--- config.mk ---
export PLATFORM = sky130hd
export DESIGN_NAME = coin_credit_decoder_flat
export DESIGN_NICKNAME = d
export VERILOG_FILES = /design/src/rtl/coin_credit_decoder_if.sv /design/src/rtl/coin_credit_decoder.sv /design/src/flat_wrapper.sv
export SDC_FILE = /design/constraint.sdc
export NUM_CORES = 1
export LEC_CHECK = 0
export CAP_MARGIN = 15
export CORE_ASPECT_RATIO = 0.8
export CORE_MARGIN = 4
export CORE_UTILIZATION = 59
export CTS_CLUSTER_DIAMETER = 120
export CTS_CLUSTER_SIZE = 14
export DETAILED_ROUTE_END_ITERATION = 10
export PLACE_DENSITY = 0.85
export SYNTH_ARGS = -nofsm -noshare
export SYNTH_HDL_FRONTEND = slang
export SYNTH_SLANG_ARGS = --single-unit
--- constraint.sdc ---
create_clock -name clk -period 4.3 [get_ports clk]
set_clock_uncertainty 0.05 [all_clocks]
set_input_delay 0.86 -clock clk [delete_from_list [all_inputs] [get_ports clk]]
set_output_delay 0.86 -clock clk [all_outputs]
set_load 0.02 [all_outputs]
--- src/rtl/coin_credit_decoder_if.sv ---
// rtl/coin_credit_decoder_if.sv - coin decoder bus: coin code and vend/cancel in, credit and pulses out
// Optional audit_vends signal exists only when COIN_AUDIT_EN is defined.
interface coin_credit_decoder_if #(
  parameter int CREDIT_W = 8
);
  logic [1:0]          encoded_value;
  logic                vend_req;
  logic                cancel;
  logic [CREDIT_W-1:0] credit;
  logic                vend;
  logic [2:0]          change_coins;
  logic                coin_reject;
  logic                busy;
`ifdef COIN_AUDIT_EN
  logic [15:0]         audit_vends;

  modport master (
    output encoded_value, vend_req, cancel,
    input  credit, vend, change_coins, coin_reject, busy, audit_vends
  );
  modport slave (
    input  encoded_value, vend_req, cancel,
    output credit, vend, change_coins, coin_reject, busy, audit_vends
  );
`else
  modport master (
    output encoded_value, vend_req, cancel,
    input  credit, vend, change_coins, coin_reject, busy
  );
  modport slave (
    input  encoded_value, vend_req, cancel,
    output credit, vend, change_coins, coin_reject, busy
  );
`endif
endinterface

--- src/rtl/coin_credit_decoder.sv ---
// rtl/coin_credit_decoder.sv - coin credit accumulator with vend and greedy change payout
// Defining COIN_AUDIT_EN adds a saturating count of vends on audit_vends.
module coin_credit_decoder #(
  parameter int SHILLING_VAL = 12,
  parameter int FLORIN_VAL   = 24,
  parameter int CROWN_VAL    = 60,
  parameter int PRICE        = 60,
  parameter int MAX_CREDIT   = 240,
  parameter int CREDIT_W     = 8
) (
  input  logic                  clk,
  input  logic                  rst_n,
  coin_credit_decoder_if.slave  bus
);

  localparam logic [CREDIT_W-1:0] SHILL_C = CREDIT_W'(SHILLING_VAL);
  localparam logic [CREDIT_W-1:0] FLOR_C  = CREDIT_W'(FLORIN_VAL);
  localparam logic [CREDIT_W-1:0] CROWN_C = CREDIT_W'(CROWN_VAL);
  localparam logic [CREDIT_W-1:0] PRICE_C = CREDIT_W'(PRICE);
  localparam logic [CREDIT_W:0]   MAX_C   = (CREDIT_W+1)'(MAX_CREDIT);

  typedef enum logic [1:0] {IDLE, VEND, CHANGE} state_t;

  state_t              state_q, state_d;
  logic [CREDIT_W-1:0] credit_q, credit_d;
  logic [1:0]          prev_code;
  logic                vend_q, vend_d;
  logic [2:0]          change_q, change_d;
  logic                reject_q, reject_d;

  logic                coin_edge;
  logic [CREDIT_W-1:0] coin_val;
  logic [CREDIT_W:0]   sum;
  logic [CREDIT_W-1:0] after_vend;

  // Only a rise from 00 counts; nonzero-to-nonzero code changes are not new coins.
  assign coin_edge  = (bus.encoded_value != 2'b00) && (prev_code == 2'b00);
  assign sum        = {1'b0, credit_q} + {1'b0, coin_val};
  assign after_vend = credit_q - PRICE_C;

  always_comb begin
    coin_val = '0;
    case (bus.encoded_value)
      2'b01:   coin_val = SHILL_C;
      2'b10:   coin_val = FLOR_C;
      2'b11:   coin_val = CROWN_C;
      default: coin_val = '0;
    endcase
  end

  always_comb begin
    state_d  = state_q;
    credit_d = credit_q;
    vend_d   = 1'b0;
    change_d = 3'b000;
    reject_d = 1'b0;
    case (state_q)
      IDLE: begin
        if (coin_edge) begin
          if (sum <= MAX_C) credit_d = sum[CREDIT_W-1:0];
          else              reject_d = 1'b1;
        end
        if (bus.cancel) begin
          state_d = CHANGE;
        end else if (bus.vend_req && credit_q >= PRICE_C) begin
          state_d = VEND;
          vend_d  = 1'b1;
        end
      end
      VEND: begin
        reject_d = coin_edge;
        credit_d = after_vend;
        state_d  = (after_vend >= SHILL_C) ? CHANGE : IDLE;
      end
      CHANGE: begin
        reject_d = coin_edge;
        // Greedy payout, one coin per cycle; the sub-shilling residue stays as credit.
        if (credit_q >= CROWN_C) begin
          change_d = 3'b100;
          credit_d = credit_q - CROWN_C;
        end else if (credit_q >= FLOR_C) begin
          change_d = 3'b010;
          credit_d = credit_q - FLOR_C;
        end else if (credit_q >= SHILL_C) begin
          change_d = 3'b001;
          credit_d = credit_q - SHILL_C;
        end else begin
          state_d = IDLE;
        end
      end
      default: state_d = IDLE;
    endcase
  end

  always_ff @(posedge clk or negedge rst_n) begin
    if (!rst_n) begin
      state_q   <= IDLE;
      credit_q  <= '0;
      prev_code <= 2'b00;
      vend_q    <= 1'b0;
      change_q  <= 3'b000;
      reject_q  <= 1'b0;
    end else begin
      state_q   <= state_d;
      credit_q  <= credit_d;
      prev_code <= bus.encoded_value;
      vend_q    <= vend_d;
      change_q  <= change_d;
      reject_q  <= reject_d;
    end
  end

`ifdef COIN_AUDIT_EN
  logic [15:0] audit_q;

  always_ff @(posedge clk or negedge rst_n) begin
    if (!rst_n)                                     audit_q <= '0;
    else if (state_q == VEND && audit_q != 16'hFFFF) audit_q <= audit_q + 16'd1;
  end

  assign bus.audit_vends = audit_q;
`endif

  assign bus.credit       = credit_q;
  assign bus.vend         = vend_q;
  assign bus.change_coins = change_q;
  assign bus.coin_reject  = reject_q;
  assign bus.busy         = (state_q != IDLE);

endmodule
--- src/flat_wrapper.sv ---
// flat-port wrapper written by rule: the top's interface ports become plain ports
module coin_credit_decoder_flat 
#(
  parameter int SHILLING_VAL = 12,
  parameter int FLORIN_VAL   = 24,
  parameter int CROWN_VAL    = 60,
  parameter int PRICE        = 60,
  parameter int MAX_CREDIT   = 240,
  parameter int CREDIT_W     = 8
)
  (clk, rst_n, bus_encoded_value, bus_vend_req, bus_cancel, bus_credit, bus_vend, bus_change_coins, bus_coin_reject, bus_busy);
  coin_credit_decoder_if #(.CREDIT_W(CREDIT_W)) bus_i ();
  input  logic clk;
  input  logic rst_n;
  input wire logic [$bits(bus_i.encoded_value)-1:0] bus_encoded_value;
  input wire logic [$bits(bus_i.vend_req)-1:0] bus_vend_req;
  input wire logic [$bits(bus_i.cancel)-1:0] bus_cancel;
  output wire logic [$bits(bus_i.credit)-1:0] bus_credit;
  output wire logic [$bits(bus_i.vend)-1:0] bus_vend;
  output wire logic [$bits(bus_i.change_coins)-1:0] bus_change_coins;
  output wire logic [$bits(bus_i.coin_reject)-1:0] bus_coin_reject;
  output wire logic [$bits(bus_i.busy)-1:0] bus_busy;
  assign bus_i.encoded_value = bus_encoded_value;
  assign bus_i.vend_req = bus_vend_req;
  assign bus_i.cancel = bus_cancel;
  assign bus_credit = bus_i.credit;
  assign bus_vend = bus_i.vend;
  assign bus_change_coins = bus_i.change_coins;
  assign bus_coin_reject = bus_i.coin_reject;
  assign bus_busy = bus_i.busy;
  coin_credit_decoder #(.SHILLING_VAL(SHILLING_VAL), .FLORIN_VAL(FLORIN_VAL), .CROWN_VAL(CROWN_VAL), .PRICE(PRICE), .MAX_CREDIT(MAX_CREDIT), .CREDIT_W(CREDIT_W)) u_core (.clk(clk), .rst_n(rst_n), .bus(bus_i));
endmodule
==> impl_summary.md <==
STA
Timing would allow up to between 200 and 300 MHz. The final period demand of the worst path is 3.55 ns. The portion of the clock cycle consumed by the worst path in the final layout is slightly above 80%. Headroom to the max-slew limit came out at between 50 and 60%. Setup violations remaining at the end of the flow were counted as 0. Setup repair after global routing left no endpoint under its margin.

The final-report max-slew violation count came to 0. The number of endpoints with negative hold slack in the final report is 0. For the pin with the worst max-slew slack, the measured transition is between 0.6 and 0.7 ns. After routing, the total negative slack on setup checks comes to 0 ns.

Cells and area
The number of nets at the end of the flow is 197. The number of standard cells in the layout, taps in and fillers out is around 200. From synthesis to final layout, the design area changed by 12.5%. The number of antenna diodes in the final layout is 0. The finished cells cover approximately 1600 sq um. The share of layout cells above drive strength 1 is about 8.5%.

Run status
The run finished with clean final reports.

Setup path
The type of destination of the critical path is a register. The arrival time at the worst endpoint is 3.68 ns. The startpoint identified for the worst register-to-register timing path is u_core.bus.credit[2]. The critical register-to-register path endpoint is u_core.bus.credit[3]. By startpoint and endpoint, the worst setup path is classified as input port to register.

The maximum fanout along the worst path is 7. Counting cells, the worst reg-to-reg path comes to 8. The worst-case register-to-register setup slack is 1.20 ns. The worst path required time is 4.43 ns. The critical path startpoint category is an input port.

Global route
The via count of the first global-routing pass was roughly 1,300. For this run the aggregate overflow at the end of global routing stands at 0. The initial antenna violation count is 0.

The largest net degree at the start of global routing is 18. The total routing resource utilization after global routing is 23.5%. The first global-routing pass estimated 6080 um of wire.

CTS
The level count of the clock H-tree is 1. The tree is rooted in a clkbuf_4. The total of cells resized after clock tree synthesis is 0. The TritonCTS sink count is 15. TritonCTS built the clock tree. The clock edge transition at the registers on the reported setup and hold paths is 0.10 ns. The buffer count from post-CTS setup fixing is 0. The total clock buffers created by CTS is 3. Buffers inserted to repair hold after CTS numbered 0. The latest clock arrival within the worst-skew pair is a little under 0.3 ns. The longest clock path from root to sink contains 2 buffers.

Drt
The per-cell routed wire length is approximately 18 um. The detail route stage leaves a number of antenna-violating nets equal to 0. The DRC violations left is 0.

After detailed routing, the number of vias per cell comes to 6.57. The number of vias after detailed routing is around 1,300. For this run, the detailed router's first-pass iteration total came to 4. The total wire length is ~3500 um. In this run, the number of DRC markers left after iteration 0 of detailed routing was between 50 and 60.

Floorplan
The die covers between 3000 and 4000 sq um. The die is around 52 um tall. The floorplan core area is 2210 sq um. The initial core utilization is between 60% and 70%. The number of placed I/O pins is 20. Measured along the x axis, the die boundary spans 62.7 um.

The row count is 15.

Synth
Sorting the synthesized cells by area gives the leading types as dfrtp_1, ha_1, a21oi_1. The synthesized netlist cell count is between 150 and 200. The portion of the post-synthesis area used by sequential elements is a little over a quarter.

The share of flip-flops with an asynchronous set or reset is 100%. Yosys printed 0 warnings. Ranked by instance count, the synthesized netlist is headed by dfrtp_1, ha_1, a21oi_1, inv_1, nor2_1. The most frequent cell after synthesis is dfrtp_1.

The number of distinct library cells after synthesis is 60. The synthesized design spends more area on one cell type than any other, namely dfrtp_1. The average instance in the mapped netlist occupies around 8.5 sq um. The number of enable flip-flop cells after synthesis is 0. The synthesized design contains 15 register bits. The total standard cell area after synthesis is around 1400 sq um. In this run the biggest area consumer among cell types represents about a quarter of the synthesized area. The most used flip-flop cell after synthesis is dfrtp_1.

Hold path
The min-delay analysis places its worst path in the category register to register. The hold path depth is 2. In this run the most critical hold path is launched from u_core.prev_code[1]. The endpoint of the worst hold path is u_core.bus.coin_reject.

Power
After layout, the design draws a total of between 1000 and 1500 uW. For this design the ratio of total power to cell area is around 840 nW/um^2. The leakage power total is between 0.0006 and 0.0007 uW. Across the VDD grid, the largest voltage drop is about 0.56 mV.

Placed design
Counting tap cells, the placed design contains a total of 197 instances. The number of I/O port buffers is 17. The routability congestion estimate is 0.948.

The standard cell area after detailed placement is 1560 sq um. The HPWL reported at the end of detailed placement is ~2800 um.

Run
The number of violations of the max-capacitance limit is 0.
==> how the worst max path moves through the flow <==
stage                         start                    to  slack, ns  cells after the start
4_1_cts        bus_encoded_value[0]  u_core.bus.credit[3]       0.78                      9
3_5_place_dp   bus_encoded_value[0]  u_core.bus.credit[3]       0.48                      9
5_1_grt        bus_encoded_value[0]  u_core.bus.credit[3]       0.59                     10
2_1_floorplan  bus_encoded_value[0]  u_core.bus.credit[3]       1.25                      9
6_report       bus_encoded_value[0]  u_core.bus.credit[3]       0.75                      9
3_3_place_gp   bus_encoded_value[0]  u_core.bus.credit[3]       0.64                     10
==> layout make-up <==
type                       count  area [sq um]
tap                           25          31.3
clock buffer                   3          22.5
fill                         181           627
sequential                    15           375
timing repair buffer          17           170
inverter                      12          45.0
clock inverter                 1          5.00
multi-input combinational    128           938
==> state kept, by name (all words and copies together) (netlist names) <==
signal and count:
u_core.bus.change_coins 3, u_core.prev_code 2, u_core.bus.coin_reject 1, u_core.bus.vend 1, u_core.state_q 2, u_core.bus.credit 6
==> cells in the final DEF (no fill, tap or decap), types with 2 or more instances in the layout <==
cell type and instances:
a21oi_1 11, nor2_1 11, nand2_1 8, ha_1 13
a211o_1 2, clkbuf_4 3, inv_1 11, xnor2_1 3
clkdlybuf4s50_1 17, a31oi_1 3, dfrtp_1 15, nand3_1 5
o21ai_0 5, nand3b_1 2, a221oi_1 2, xor2_1 3
conb_1 2, nor3_2 2, o21ai_1 5, nor3_1 2
and2_4 2, a21o_1 2, o41ai_1 2, nand2b_1 7
or3_1 2, a211oi_1 2, o22ai_1 2
==> power by group <==
part | total [uW] | leakage, uW | internal (uW) | switching, uW
sequential | 306 | 0.000191 | 192 | 115
clock | 81.6 | 0.0000177 | 34.5 | 47.1
combinational | 943 | 0.000465 | 417 | 526
==> cells by family (layout without fill, tap and decap cells) <==
group | after synthesis | in the layout | synth area share, %
DFF | 15 | 15 | 26.6
adders and majority gates | 14 | 14 | 12.9
xor gates and xnor gates | 6 | 6 | 3.72
and+or+nand+nor | 53 | 53 | 21.6
AOI/OAI and AO/OA | 50 | 50 | 25.1
muxes | 3 | 3 | 2.57
buffers and inverters | 24 | 33 | 7.18
other | 1 | 2 | 0.266
==> critical path: stages <==
cell and delay (ns):
clkdlybuf4s50_1 0.52, ha_1 0.19, inv_1 0.07, fa_1 0.41
xor2_1 0.20, a211o_1 0.31, o31ai_2 0.47, nand2b_1 0.29
mux2_1 0.35
==> metrics by stage <==
stage,util (%),setup slack [ns],hold WS (ns)
finish,71.7,0.752,0.491
global placement,70.5,0.640,0.482
floorplan,-,1.25,0.431
detailed placement,70.5,0.477,0.475
global route,71.7,0.590,0.548
CTS,71.7,0.780,0.493
==> routing by layer <==
metal  up-vias  track usage [%]  wire, um
met1       641             29.8      1510
met5         -                0         0
li1        625                -         -
met4         0             2.93        29
met3         4             5.18       224
met2        50             42.5      1760
No activity file was read; power rests on OpenSTA's default activity.
